<file path="src/rtl/fifo_pkg.sv">
// Shared async-FIFO definitions: default geometry and Gray/binary pointer helpers.
// Latency: none; functions are purely combinational. Backpressure: not applicable.
// Build option: none here; consumers may enable R_LEVEL_EN.
package fifo_pkg;

  localparam int ADDR_WIDTH_DEF = 3;
  localparam int PTR_WIDTH_DEF  = ADDR_WIDTH_DEF + 1;

  // Callers pass zero-extended pointers. Zero upper bits leave the low bits of either conversion unaffected.
  function automatic logic [31:0] bin2gray(input logic [31:0] b);
    return b ^ (b >> 1);
  endfunction

  function automatic logic [31:0] gray2bin(input logic [31:0] g);
    logic [31:0] b;
    b = g;
    for (int i = 1; i < 32; i++) begin
      b = b ^ (g >> i);
    end
    return b;
  endfunction

endpackage

</file>
<file path="src/rtl/gray_to_bin.sv">
// Parameterised Gray-to-binary converter; each binary bit is the XOR of all Gray bits at or above it.
// Latency: combinational, zero cycles. Backpressure: not applicable.
module gray_to_bin #(
  parameter int W = 4
) (
  input  logic [W-1:0] gray,
  output logic [W-1:0] bin
);

  for (genvar i = 0; i < W; i++) begin : g_bit
    assign bin[i] = ^gray[W-1:i];
  end

endmodule

</file>
<file path="src/rtl/r_ptr_empty.sv">
// Read-domain pointer and empty flag of the async FIFO; R_LEVEL_EN adds level, almost-empty and sticky underflow.
// Latency: every output is a flop and updates on the r_clk edge that accepts r_inc.
// Backpressure: r_inc while r_empty is dropped, so the pointers hold and, with R_LEVEL_EN, underflow is flagged.
module r_ptr_empty
  import fifo_pkg::*;
#(
  parameter int ADDR_WIDTH = ADDR_WIDTH_DEF,
  parameter int AE_THRESH  = 1
) (
  input  logic                  r_clk,
  input  logic                  r_rst_n,
  input  logic                  r_inc,
  input  logic [ADDR_WIDTH:0]   sync_gr_w_ptr,
  output logic [ADDR_WIDTH-1:0] r_addr,
  output logic [ADDR_WIDTH:0]   r_gr_ptr,
`ifdef R_LEVEL_EN
  output logic [ADDR_WIDTH:0]   r_level,
  output logic                  r_almost_empty,
  output logic                  r_underflow,
`endif
  output logic                  r_empty
);

  localparam int PW = ADDR_WIDTH + 1;

  if (AE_THRESH < 0 || AE_THRESH > (1 << ADDR_WIDTH)) begin : g_bad_thresh
    $error("AE_THRESH outside 0..2^ADDR_WIDTH");
  end

  logic [PW-1:0] r_bin;
  logic [PW-1:0] r_bin_next;
  logic [PW-1:0] r_gr_next;
  logic          rd_ok;
  logic          r_empty_next;

  assign rd_ok        = r_inc & ~r_empty;
  assign r_bin_next   = r_bin + PW'(rd_ok);
  assign r_gr_next    = PW'(bin2gray(32'(r_bin_next)));
  // MSB takes part in the compare, so a full FIFO (pointers a lap apart) never reads as empty.
  assign r_empty_next = (r_gr_next == sync_gr_w_ptr);
  assign r_addr       = r_bin[ADDR_WIDTH-1:0];

  always_ff @(posedge r_clk or negedge r_rst_n) begin
    if (!r_rst_n) begin
      r_bin    <= '0;
      r_gr_ptr <= '0;
      r_empty  <= 1'b1;
    end else begin
      r_bin    <= r_bin_next;
      r_gr_ptr <= r_gr_next;
      r_empty  <= r_empty_next;
    end
  end

`ifdef R_LEVEL_EN
  logic [PW-1:0] w_bin_sync;
  logic [PW-1:0] r_level_next;

  gray_to_bin #(.W(PW)) u_gray_to_bin (
    .gray (sync_gr_w_ptr),
    .bin  (w_bin_sync)
  );

  // The write pointer lags by the synchronizer, so this level can only under-report.
  assign r_level_next = w_bin_sync - r_bin_next;

  always_ff @(posedge r_clk or negedge r_rst_n) begin
    if (!r_rst_n) begin
      r_level        <= '0;
      r_almost_empty <= 1'b1;
      r_underflow    <= 1'b0;
    end else begin
      r_level        <= r_level_next;
      r_almost_empty <= (r_level_next <= PW'(AE_THRESH));
      r_underflow    <= r_underflow | (r_inc & r_empty);
    end
  end
`endif

endmodule

</file>
<file path="config.mk">
export PLATFORM = sky130hd
export DESIGN_NAME = r_ptr_empty
export DESIGN_NICKNAME = d
export VERILOG_FILES = /design/src/rtl/fifo_pkg.sv /design/src/rtl/gray_to_bin.sv /design/src/rtl/r_ptr_empty.sv
export SDC_FILE = /design/constraint.sdc
export NUM_CORES = 1
export LEC_CHECK = 0
export BUFFER_PORTS_ARGS = -buffer_cell sky130_fd_sc_hd__buf_2
export CAP_MARGIN = 20
export CORE_UTILIZATION = 35
export CTS_CLUSTER_DIAMETER = 30
export DETAILED_ROUTE_END_ITERATION = 6
export GPL_TIMING_DRIVEN = 0
export PLACE_DENSITY = 0.57
export SLEW_MARGIN = 20
export SYNTH_ARGS = -nofsm -noshare
export SYNTH_HDL_FRONTEND = slang
export SYNTH_SLANG_ARGS = --single-unit
</file>
<file path="constraint.sdc">
create_clock -name r_clk -period 3.43 [get_ports r_clk]
set_input_delay 0.1715 -clock r_clk [delete_from_list [all_inputs] [get_ports r_clk]]
set_output_delay 0.1715 -clock r_clk [all_outputs]
set_load 0.05 [all_outputs]
</file>
==> results.cfg <==
[cts]
cts_htree_levels = 1
clock_insertion_delay_worst_skew_ns = 0.26
root_buffer = clkbuf_4
clock_sink_count = 8
ctsResizeCount = 0
max-clock-path-buffers = 2
tritoncts = done
cts_buffers = 3
cts.clk_slew.worst_paths_ns = 0.05

[die]
placeableCoreArea_um2 = 1171
placement_rows = 12
die_width_um = 38.32
fp.dieH_um = 38.32
die_area_um2 = 1468
effective_utilization_at_floorplan = 0.3942
io_pins = 15

[min_path]
timing.hold.worst_endpoint = r_empty
holdPathStages = 3
min-delay-path-class = input port to register
min-delay-start = sync_gr_w_ptr[2]

[timing]
drv_slew = 0
max_freq_mhz = 504.5
setup_tns_ns = 0
unrepaired_setup_endpoints_after_global_routing = no
setup_violation_total_in_the_final_timing_report = 0
post-route-min-period_ns = 1.982
max_slew.worst_pin.slew_ns = 0.3432
clock_skew_ns = 0.006534
timing.slew.headroom = 0.7695
final.period_utilization = 0.5779
final_hold_viol_count = 0

[place]
post-dp-hpwl_um = 592.8
finalWeightedCongestion = 0.6969
port_buffers = 14

[routing]
detail_route.wl_per_cell_um = 10.71
antenna_violating_nets_post_route = 0
vias_per_cell = 4.534
routed_wirelength_um = 782
detailroute.via_count = 331
iteration_0_drc_count_of_the_detailed_router = 4
first_pass_iters = 3
post-route-drc-count = 0

[worst_setup_path]
reg2regPathDepth = 7
critical_path.slowest_cell = dfstp_2
endpoint_kind = register
setup.worst_path.class = register to register
r2r_slack_ns = 1.45
r2r-end = r_empty
critPathArrivalTime_ns = 2.15
path_common_cell = ha_1
crit_path_max_incr_delay_ns = 0.52
path_cells = nor2b_1 > ha_1 > ha_1 > xor2_2 > and3_4 > o21a_1 > nor4_2
critical_path_required_ns = 3.60
worstSetupStartpointType = register
worstReg2RegStart = r_empty
critical_path.max_fanout = 4

[outcome]
outcome = completed

[synth]
synth-compound-area-share = 0.07859
synthSimpleGateAreaFrac = 0.1409
synthAdderAreaFrac = 0.05420
yosys-top-cells-area = dfrtp_1, xnor2_1, xor3_4
number_of_synthesized_flops_with_an_enable_pin = 0
yosys_warnings = 0
yosys.area.top_type = dfrtp_1
netlist_area_um2 = 461.7
synth_top_flop_cell = dfrtp_1
number_of_standard_cells_after_synthesis = 40
synthTopCellsByCount = dfrtp_1, xnor2_1, nor2_1
synth_top_family_by_area = XOR/XNOR gates
syn_area_per_cell_um2 = 11.54
synth.net_count = 49
synth_top_cell_area_share = 0.3794
synth_sequential_area_ratio = 0.4363
asyncSetResetFlopFracSynth = 1.000
synth-seq-cells = 8
synthDistinctLibCells = 23
post_synth_xor_area_fraction = 0.2466
synth.area.mux_share = 0

[final_layout]
antenna_cells = 0
seqCellArea_um2 = 201.4
multi_input_area_um2 = 240.2
final_nets = 69
post_route_cells_drive_above_1_share = 0.4068
final.fill_count = 116
flow.area_growth_from_synthesis_pct = 26.83

[global_routing]
first_global_vias = 297
grt.overflow.total = 0
antenna_found_initial = 0
total_track_usage = 0.1441
grt_max_degree = 10
grt_pass1_wl_um = 1297

[flow_run]
drv.max_cap_violation_count = 0
## per-layer routing
layer | routed length (um) | vias to the layer above | global-route usage
li1 | - | 172 | -
met1 | 345 | 145 | 0.1691
met2 | 369 | 14 | 0.1949
met3 | 66 | 0 | 0.1105
met4 | 0 | 0 | 0.05357
met5 | 0 | - | 0
## critical path: cells and delay by family (launching register included)
kind	cells	cell delay, ns
AO/OA/AOI/OAI	1	0.19
XOR/XNOR	1	0.22
adder cells (fa/ha/maj)	2	0.48
flip-flops	1	0.52
AND/OR/NAND/NOR	3	0.50
## worst max-delay path by stage
stage	start	cells after the start	slack [ns]	end
2_1_floorplan	r_empty	7	1.32	r_empty
3_3_place_gp	r_empty	7	1.45	r_empty
3_5_place_dp	r_empty	7	1.45	r_empty
4_1_cts	r_empty	7	1.43	r_empty
5_1_grt	r_empty	7	1.33	r_empty
6_report	r_empty	7	1.45	r_empty
## kinds of logic (layout without fill, tap and decap cells)
| logic type | after synthesis | in the layout |
|---|---|---|
| compound gates | 6 | 6 |
| xor+xnor | 10 | 10 |
| fa+ha+maj | 2 | 2 |
| buf+inv | 3 | 22 |
| flops | 8 | 8 |
| simple gates | 11 | 11 |
## registers in the layout, indices dropped and copies added, names as in the netlist
| name | cells |
|---|---|
| r_bin | 4 |
| r_gr_ptr | 3 |
| r_empty | 1 |
## layout by cell type, fill, tap and decap left out, drive strengths merged
master,n
a21oi,1
xor3,1
nor4,1
buf,16
ha,2
xor2,2
nand2,2
nand3,1
dfstp,1
dlygate4sd3,1
nor3,1
o21a,1
and3,1
a211oi,1
xnor2,7
clkbuf,4
nor2b,2
a31oi,1
inv,1
dfrtp,7
o21ai,2
nor2,3
## per-stage QoR
step                hold slack [ns]  utilization  cells  setup slack [ns]  cell area [um2]
floorplan                   -0.1241            -     40             1.318            461.7
global placement            0.02289       0.4690     68             1.451            549.3
detailed placement          0.02350       0.4690     68             1.450            549.3
CTS                          0.1930       0.5000     73             1.431            585.6
global route                 0.1912       0.5000     73             1.331            585.6
finish                       0.1990       0.5000     73             1.448            585.6
## layout make-up
class / count / share of cell area
repair buffers: 15 / 0.1368
clock buffers: 4 / 0.04487
well taps: 14 / 0.02991
inverters: 1 / 0.006410
flip-flops and latches: 8 / 0.3440
plain buffers: 2 / 0.02778
multi-input cells: 29 / 0.4103
## repair_timing
item	4_1_cts	5_1_grt
setup buffers	0	0
hold buffers	1	0
endpoints found under the hold margin	8	0
Power is left out: the tool's default activity adds up to more than one toggle a clock period on the data nets, which glitch-free logic cannot reach.
